[src/rtl/fp16_div_pkg.sv]
// Shared types and constants for the sequential FP16 divider.
// State encoding, field widths and special-operand helpers.
package fp16_div_pkg;

  typedef enum logic [1:0] {
    ST_IDLE = 2'd0,
    ST_DIV  = 2'd1,
    ST_RND  = 2'd2,
    ST_DONE = 2'd3
  } state_t;

  localparam int EXP_BIAS = 15;
  localparam int EXP_MAX  = 31;
  localparam int ITER_CNT = 13;
  localparam int EXP_W    = 5;
  localparam int FRAC_W   = 10;
  localparam int MANT_W   = FRAC_W + 1;
  localparam int QUO_W    = ITER_CNT;
  localparam int CNT_W    = 4;

  localparam logic [EXP_W-1:0] EXP_ALL1 = EXP_W'(EXP_MAX);
  localparam logic [14:0]      MAG_INF  = 15'h7C00;
  localparam logic [14:0]      MAG_ZERO = 15'h0000;

  // Zero/subnormal and inf/NaN exponents bypass the divider entirely.
  function automatic logic is_special(input logic [EXP_W-1:0] ea, input logic [EXP_W-1:0] eb);
    return (ea == '0) || (ea == EXP_ALL1) || (eb == '0) || (eb == EXP_ALL1);
  endfunction

  function automatic logic [14:0] special_mag(input logic [EXP_W-1:0] ea, input logic [EXP_W-1:0] eb);
    if ((eb == '0) || (ea == EXP_ALL1)) begin
      return MAG_INF;
    end
    return MAG_ZERO;
  endfunction

endpackage

[src/rtl/fp16_div_seq_if.sv]
// Operand/result handshake bundle for fp16_div_seq; status[3:0] exists only
// when FP16_DIV_STATUS_EN is defined.
interface fp16_div_seq_if;
  logic [15:0] a;
  logic [15:0] b;
  logic        in_valid;
  logic        in_ready;
  logic [15:0] x;
  logic        out_valid;
  logic        out_ready;
`ifdef FP16_DIV_STATUS_EN
  logic [3:0]  status;
`endif

  modport master (
    output a, b, in_valid, out_ready,
`ifdef FP16_DIV_STATUS_EN
    input  status,
`endif
    input  in_ready, x, out_valid
  );

  modport slave (
    input  a, b, in_valid, out_ready,
`ifdef FP16_DIV_STATUS_EN
    output status,
`endif
    output in_ready, x, out_valid
  );
endinterface

[src/rtl/fp16_div_round.sv]
// Combinational normalize, round-to-nearest-even and overflow/underflow
// clamp of the restoring-division quotient; result magnitude excludes sign.
module fp16_div_round
  import fp16_div_pkg::*;
(
  input  logic [QUO_W-1:0] quo,
  input  logic             rem_nz,
  input  logic [EXP_W-1:0] ea,
  input  logic [EXP_W-1:0] eb,
  output logic [14:0]      mag,
  output logic             ovf,
  output logic             unf
);

  localparam logic signed [6:0] BIAS_S = 7'(EXP_BIAS);
  localparam logic signed [6:0] MAX_S  = 7'(EXP_MAX);

  logic [FRAC_W-1:0] mant;
  logic              guard;
  logic              sticky;
  logic              inc;
  logic [FRAC_W:0]   mant_r;
  logic signed [6:0] adj;
  logic signed [6:0] exp_s;
  logic signed [6:0] exp_f;

  always_comb begin
    // Quotient lies in (2^11, 2^13): the top bit picks the normalization.
    if (quo[QUO_W-1]) begin
      mant   = quo[11:2];
      guard  = quo[1];
      sticky = quo[0] | rem_nz;
      adj    = 7'sd0;
    end else begin
      mant   = quo[10:1];
      guard  = quo[0];
      sticky = rem_nz;
      adj    = -7'sd1;
    end
    exp_s  = $signed({2'b00, ea}) - $signed({2'b00, eb}) + BIAS_S + adj;
    inc    = guard & (sticky | mant[0]);
    mant_r = {1'b0, mant} + {{FRAC_W{1'b0}}, inc};
    exp_f  = exp_s + (mant_r[FRAC_W] ? 7'sd1 : 7'sd0);
    ovf    = (exp_f >= MAX_S);
    unf    = (exp_f <= 7'sd0);
    if (ovf) begin
      mag = MAG_INF;
    end else if (unf) begin
      mag = MAG_ZERO;
    end else begin
      mag = {exp_f[4:0], mant_r[FRAC_W-1:0]};
    end
  end

endmodule

[src/rtl/fp16_div_seq.sv]
// Sequential FP16 divider: 14-cycle latency (normal), 1 cycle (special); holds
// result until out_ready. Optional status[3:0] under FP16_DIV_STATUS_EN.
module fp16_div_seq
  import fp16_div_pkg::*;
(
  input  logic          clk,
  input  logic          rst,
  fp16_div_seq_if.slave io
);

  state_t              state_q, state_d;
  logic [CNT_W-1:0]    cnt_q, cnt_d;
  logic [MANT_W-1:0]   mb_q, mb_d;
  logic [MANT_W-1:0]   rem_q, rem_d;
  logic [QUO_W-1:0]    quo_q, quo_d;
  logic [EXP_W-1:0]    ea_q, ea_d;
  logic [EXP_W-1:0]    eb_q, eb_d;
  logic                sign_q, sign_d;
  logic [15:0]         x_q, x_d;
`ifdef FP16_DIV_STATUS_EN
  logic [3:0]          status_q, status_d;
  logic                a_nan, b_nan, a_inf, b_inf, a_zero, b_zero;
  logic                invalid, div_by_zero;
`endif

  logic [EXP_W-1:0]    a_exp, b_exp;
  logic [MANT_W-1:0]   ma_in, mb_in;
  logic                accept, special, in_sign;
  logic                first_ge;
  logic [MANT_W-1:0]   first_rem;
  logic [MANT_W:0]     r_sh, r_diff;
  logic                step_ge;
  logic [14:0]         rnd_mag;
  logic                rnd_ovf, rnd_unf;

  assign a_exp     = io.a[14:10];
  assign b_exp     = io.b[14:10];
  assign ma_in     = {1'b1, io.a[FRAC_W-1:0]};
  assign mb_in     = {1'b1, io.b[FRAC_W-1:0]};
  assign in_sign   = io.a[15] ^ io.b[15];
  assign special   = is_special(a_exp, b_exp);
  assign accept    = io.in_valid & io.in_ready;

  // First quotient bit is resolved on the accept edge itself.
  assign first_ge  = (ma_in >= mb_in);
  assign first_rem = first_ge ? (ma_in - mb_in) : ma_in;

  assign r_sh      = {rem_q, 1'b0};
  assign step_ge   = (r_sh >= {1'b0, mb_q});
  assign r_diff    = step_ge ? (r_sh - {1'b0, mb_q}) : r_sh;

`ifdef FP16_DIV_STATUS_EN
  assign a_nan       = (a_exp == EXP_ALL1) && (io.a[FRAC_W-1:0] != '0);
  assign b_nan       = (b_exp == EXP_ALL1) && (io.b[FRAC_W-1:0] != '0);
  assign a_inf       = (a_exp == EXP_ALL1) && (io.a[FRAC_W-1:0] == '0);
  assign b_inf       = (b_exp == EXP_ALL1) && (io.b[FRAC_W-1:0] == '0);
  assign a_zero      = (a_exp == '0);
  assign b_zero      = (b_exp == '0);
  assign invalid     = a_nan | b_nan | (a_zero & b_zero) | (a_inf & b_inf);
  assign div_by_zero = b_zero & ~a_zero & (a_exp != EXP_ALL1);
`endif

  fp16_div_round u_round (
    .quo    (quo_q),
    .rem_nz (rem_q != '0),
    .ea     (ea_q),
    .eb     (eb_q),
    .mag    (rnd_mag),
    .ovf    (rnd_ovf),
    .unf    (rnd_unf)
  );

  always_ff @(posedge clk or negedge rst) begin
    if (!rst) begin
      state_q <= ST_IDLE;
    end else begin
      state_q <= state_d;
    end
  end

  always_comb begin
    state_d = state_q;
    unique case (state_q)
      ST_IDLE: if (accept) state_d = special ? ST_DONE : ST_DIV;
      ST_DIV:  if (cnt_q == CNT_W'(ITER_CNT - 1)) state_d = ST_RND;
      ST_RND:  state_d = ST_DONE;
      ST_DONE: if (io.out_ready) state_d = ST_IDLE;
      default: state_d = ST_IDLE;
    endcase
  end

  always_comb begin
    io.in_ready  = (state_q == ST_IDLE);
    io.out_valid = (state_q == ST_DONE);
    io.x         = x_q;
`ifdef FP16_DIV_STATUS_EN
    io.status    = status_q;
`endif
  end

  always_comb begin
    cnt_d    = cnt_q;
    mb_d     = mb_q;
    rem_d    = rem_q;
    quo_d    = quo_q;
    ea_d     = ea_q;
    eb_d     = eb_q;
    sign_d   = sign_q;
    x_d      = x_q;
`ifdef FP16_DIV_STATUS_EN
    status_d = status_q;
`endif
    unique case (state_q)
      ST_IDLE: begin
        if (accept) begin
          sign_d = in_sign;
          ea_d   = a_exp;
          eb_d   = b_exp;
          mb_d   = mb_in;
          rem_d  = first_rem;
          quo_d  = {{(QUO_W-1){1'b0}}, first_ge};
          cnt_d  = CNT_W'(1);
          if (special) begin
            x_d = {in_sign, special_mag(a_exp, b_exp)};
`ifdef FP16_DIV_STATUS_EN
            status_d = {div_by_zero, invalid, 2'b00};
`endif
          end
        end
      end
      ST_DIV: begin
        quo_d = {quo_q[QUO_W-2:0], step_ge};
        rem_d = r_diff[MANT_W-1:0];
        cnt_d = cnt_q + CNT_W'(1);
      end
      ST_RND: begin
        x_d = {sign_q, rnd_mag};
`ifdef FP16_DIV_STATUS_EN
        status_d = {2'b00, rnd_ovf, rnd_unf};
`endif
      end
      default: ;
    endcase
  end

  always_ff @(posedge clk or negedge rst) begin
    if (!rst) begin
      cnt_q    <= '0;
      mb_q     <= '0;
      rem_q    <= '0;
      quo_q    <= '0;
      ea_q     <= '0;
      eb_q     <= '0;
      sign_q   <= 1'b0;
      x_q      <= '0;
`ifdef FP16_DIV_STATUS_EN
      status_q <= '0;
`endif
    end else begin
      cnt_q    <= cnt_d;
      mb_q     <= mb_d;
      rem_q    <= rem_d;
      quo_q    <= quo_d;
      ea_q     <= ea_d;
      eb_q     <= eb_d;
      sign_q   <= sign_d;
      x_q      <= x_d;
`ifdef FP16_DIV_STATUS_EN
      status_q <= status_d;
`endif
    end
  end

`ifndef FP16_DIV_STATUS_EN
  // Flags are only consumed by the status build.
  logic unused_flags;
  assign unused_flags = rnd_ovf ^ rnd_unf;
`endif

endmodule

[src/flat_wrapper.sv]
// flat-port wrapper written by rule: the top's interface ports become plain ports
module fp16_div_seq_flat import fp16_div_pkg::*;
  (clk, rst, io_a, io_b, io_in_valid, io_out_ready, io_in_ready, io_x, io_out_valid);
  fp16_div_seq_if io_i ();
  input  logic clk;
  input  logic rst;
  input wire logic [$bits(io_i.a)-1:0] io_a;
  input wire logic [$bits(io_i.b)-1:0] io_b;
  input wire logic [$bits(io_i.in_valid)-1:0] io_in_valid;
  input wire logic [$bits(io_i.out_ready)-1:0] io_out_ready;
  output wire logic [$bits(io_i.in_ready)-1:0] io_in_ready;
  output wire logic [$bits(io_i.x)-1:0] io_x;
  output wire logic [$bits(io_i.out_valid)-1:0] io_out_valid;
  assign io_i.a = io_a;
  assign io_i.b = io_b;
  assign io_i.in_valid = io_in_valid;
  assign io_i.out_ready = io_out_ready;
  assign io_in_ready = io_i.in_ready;
  assign io_x = io_i.x;
  assign io_out_valid = io_i.out_valid;
  fp16_div_seq u_core (.clk(clk), .rst(rst), .io(io_i));
endmodule
[config.mk]
export PLATFORM = sky130hd
export DESIGN_NAME = fp16_div_seq_flat
export DESIGN_NICKNAME = d
export VERILOG_FILES = /design/src/rtl/fp16_div_pkg.sv /design/src/rtl/fp16_div_seq_if.sv /design/src/rtl/fp16_div_round.sv /design/src/rtl/fp16_div_seq.sv /design/src/flat_wrapper.sv
export SDC_FILE = /design/constraint.sdc
export NUM_CORES = 1
export LEC_CHECK = 0
export ABC_AREA = 0
export CAP_MARGIN = 20
export CORE_UTILIZATION = 45
export CTS_CLUSTER_DIAMETER = 40
export DETAILED_ROUTE_END_ITERATION = 8
export HOLD_SLACK_MARGIN = 0.1
export PLACE_DENSITY = 0.66
export SLEW_MARGIN = 20
export SYNTH_ARGS = -nofsm -noshare
export SYNTH_HDL_FRONTEND = slang
export SYNTH_SLANG_ARGS = --single-unit
[constraint.sdc]
create_clock -name clk -period 6 [get_ports clk]
set_input_delay 0.9 -clock clk [delete_from_list [all_inputs] [get_ports clk]]
set_output_delay 0.9 -clock clk [all_outputs]
set_load 0.01 [all_outputs]
==> run metrics <==
result of the run finished, final reports clean; Peak VDD IR 322 uV; Placer Congestion 0.904; setup slack on the worst flop-to-flop path 1.32 ns; clock-pin slew reported for the worst setup and hold paths after clock tree synthesis 0.08 ns; Worst Hold End u_core.mb_q[10]; count of flip-flops with a built-in enable after synthesis 0; Async S/R FF share, synth 1.00; area of the core region 10500 sq um; H-tree depth 3; cell chosen for the clock root clkbuf_8; max incr delay on CP 0.86 ns; deepest clock path buffer count 2; CTS Sinks 68; maximum fanout count along the critical path 27; leakage power figure roughly 2.6 nW; final standard cell utilization of the core 0.551; net count after synthesis 634; distinct cell type count of the synthesized netlist 63; portion of total power attributed to sequential cells 0.217; Final Hold Vio Count 0; clock share of power 0.122; Initial DRT Pass Iterations 5; average instance area after synthesis ~9 sq um; cell type with the highest aggregate area in the netlist dfrtp_1; Final ANT Viol Nets 0; Cells after Synth around 550; fillers 959; Crit-path slowest cell dfrtp_1; logic depth of the worst register-to-register path 19; number of pins with negative max-slew slack in the final report 0; initial core utilization 0.471; logic gate share of total power 0.660; Total Nets Final 679; Area growth, synth to finish 17.1%; Starting DRT DRC Count 260; pin count of the biggest net entering global routing 69; overall die area 11400 sq um; highest-count cells in the layout ignoring fill and taps dfrtp_1, inv_1, clkdlybuf4s50_1, ha_1, nor2_1; switching share of power 0.461; register bit count reported by yosys 68; critical-path cell list nand2_1 > a21boi_0 > ha_1 > and4_1 > nand2_1 > nor3b_1 > nand3_1 > ha_1 > inv_1 > ha_1 > inv_1 > fa_1 > nor2b_1 > o211ai_1 > a21oi_1 > xor2_1 > and3_1 > o311a_2 > a32o_1; number of warnings reported in the yosys synthesis log 0; wire length after detailed routing 11.1 mm; top-area cell type share of the netlist area 0.344; Multi-input gate area between 2000 and 3000 sq um; Rows 37; dpl hpwl 8.35 mm; Inserted Clock Buffers 9; Worst Skew approximately 0.013 ns; leading cell type in the layout, fill and taps excluded dfrtp_1; RSZ-0062 raised after global routing no; number of antenna diodes 0; Worst path most repeated cell ha_1; ys flop type dfrtp_1; total via count in the routed design about 4200; kind of end point of the critical path flop; Buffers on Ports 53; number of antenna violations at the first check in global routing 0; remaining global-route overflow 0; DR vias/cell about 5.7; Achievable Freq roughly 210 MHz; CTS Hold Bufs 0; CTS tree done; HP Start u_core.mb_q[10]; path class of the lowest-slack min-delay path reg2reg; Chip Height 107 um; Tcrit/Tclk final 0.779; beginning of the worst register-to-register path u_core.quo_q[12]; reported max-cap violation count 0; areal power density over the cells 589 nW/um^2; drt wl/cell about 15 um; wire length of the first global-routing pass 19.2 mm; clock latency on the worst-skew pair between 0.3 and 0.4 ns; PostCTS Resize Cnt 0; number of top-level pins 54; overall global routing resource usage 0.212; final critical delay including setup and external delays 4.68 ns; number of stages on the worst hold path 2; Worst Path Required roughly 6.3 ns; worst slew margin relative to its limit 0.400; Int Power 1.84 mW; Sequential Area around 1700 sq um; net switching power approximately 1.6 mW; Reg2Reg Capture Point u_core.io.x[9]; buffers inserted by post-CTS timing repair 0; startpoint types flop; overall power after layout 3.41 mW; overall die width approximately 110 um; most area-consuming cells after synthesis dfrtp_1, ha_1, inv_1; vias in the first global route 3966; portion of the post-synthesis area used by sequential elements 0.344; critical path buffer and inverter count 2; post-detailed-route DRC marker count 0; transition time of the tightest slew-check pin 0.901 ns; final non-filler cell total 735; category of cells accounting for the largest share of critical-path delay simple AND/OR/NAND/NOR gates; category of the critical setup timing path reg2reg; Post-Place Cells just over 700; post-synthesis instance area ~4900 sq um; total negative slack for setup checks 0 ns; CP Data Arrival Time 4.96 ns; final setup violating endpoints 0; fraction of layout instances using a drive strength above 1 0.0735
routing by layer:
metal  share of wire  vias to the layer above  wire (um)  GRT usage
met4           0.018                        0        197     0.0695
met5               0                        -          0          0
met2            0.45                       79       5040      0.331
met3           0.030                       12        328     0.0365
li1                -                     2058          -          -
met1            0.50                     2022       5540      0.298
power by group through the flow:
stage | Sequential, mW | Clock, mW | Combinational [mW]
4_1_cts | 0.742 | 0.426 | 2.23
3_5_place_dp | 0.750 | 0 | 2.21
2_1_floorplan | 0.720 | 0 | 1.75
5_1_grt | 0.764 | 0.447 | 2.57
6_report | 0.742 | 0.417 | 2.25
3_3_place_gp | 0.744 | 0 | 2.14
flip-flops by register name, summed over array words and instances, names as in the netlist:
name	cells
u_core.eb_q	5
u_core.sign_q	1
u_core.ea_q	5
u_core.state_q	2
u_core.cnt_q	4
u_core.io.x	16
u_core.quo_q	13
u_core.rem_q	11
u_core.mb_q	11
cells by family after synthesis:
logic type,share of synthesized area
buf+inv,0.0607
simple gates,0.146
flops,0.344
fa+ha+maj,0.130
xor+xnor,0.0549
compound gates,0.222
mux,0.0420
worst max path at each step:
stage | from | to | slack [ns] | cells past startpoint
6_report | u_core.quo_q[12] | u_core.io.x[9] | 1.32 | 19
5_1_grt | u_core.quo_q[12] | u_core.io.x[9] | 0.88 | 19
4_1_cts | u_core.quo_q[12] | u_core.io.x[9] | 1.30 | 19
3_5_place_dp | u_core.quo_q[12] | u_core.io.x[9] | 1.34 | 19
3_3_place_gp | u_core.quo_q[12] | u_core.io.x[9] | 1.56 | 19
2_1_floorplan | u_core.quo_q[12] | u_core.io.x[9] | 1.54 | 23
worst min-delay path, stage by stage (launching register included):
cell	delay [ns]
dfrtp_1	0.32
inv_1	0.05
nand2_1	0.05
through the flow:
stage	setup WS, ns	hold slack, ns	cell area, sq um
6_report	1.32	0.454	5790
5_1_grt	0.875	0.492	5790
4_1_cts	1.30	0.461	5780
3_5_place_dp	1.34	0.445	5560
3_3_place_gp	1.56	0.438	5560
2_1_floorplan	1.54	0.418	4950
synth_stat cells (3+ instances only):
master and number:
a221o_1 5, nand3_1 11, mux2_2 14, and4_1 4, nand4_1 5, xnor2_1 19
a31oi_1 3, nor2_1 43, o21a_1 5, a21o_1 10, o31ai_1 3, nor4_1 3
xor2_1 12, clkbuf_1 14, o21ai_0 27, buf_2 3, and3_1 6, a22oi_1 3
inv_1 53, nand2b_1 8, mux2i_1 5, o21ai_1 7, nand2_1 37, nor2b_1 8
a211oi_1 13, a21oi_1 34, o211ai_1 4, a22o_1 20, dfrtp_1 68, ha_1 45
nor3_1 12, fa_1 4
cell type report:
cell class                      instances  area share
Timing Repair Buffer                   56      0.0946
Inverter                               53      0.0343
Clock inverter                          4      0.0125
Sequential cell                        68       0.294
Multi-Input combinational cell        406       0.510
Clock buffer                           12      0.0251
Tap cell                              136      0.0294
(Power assumes the default switching activity.)
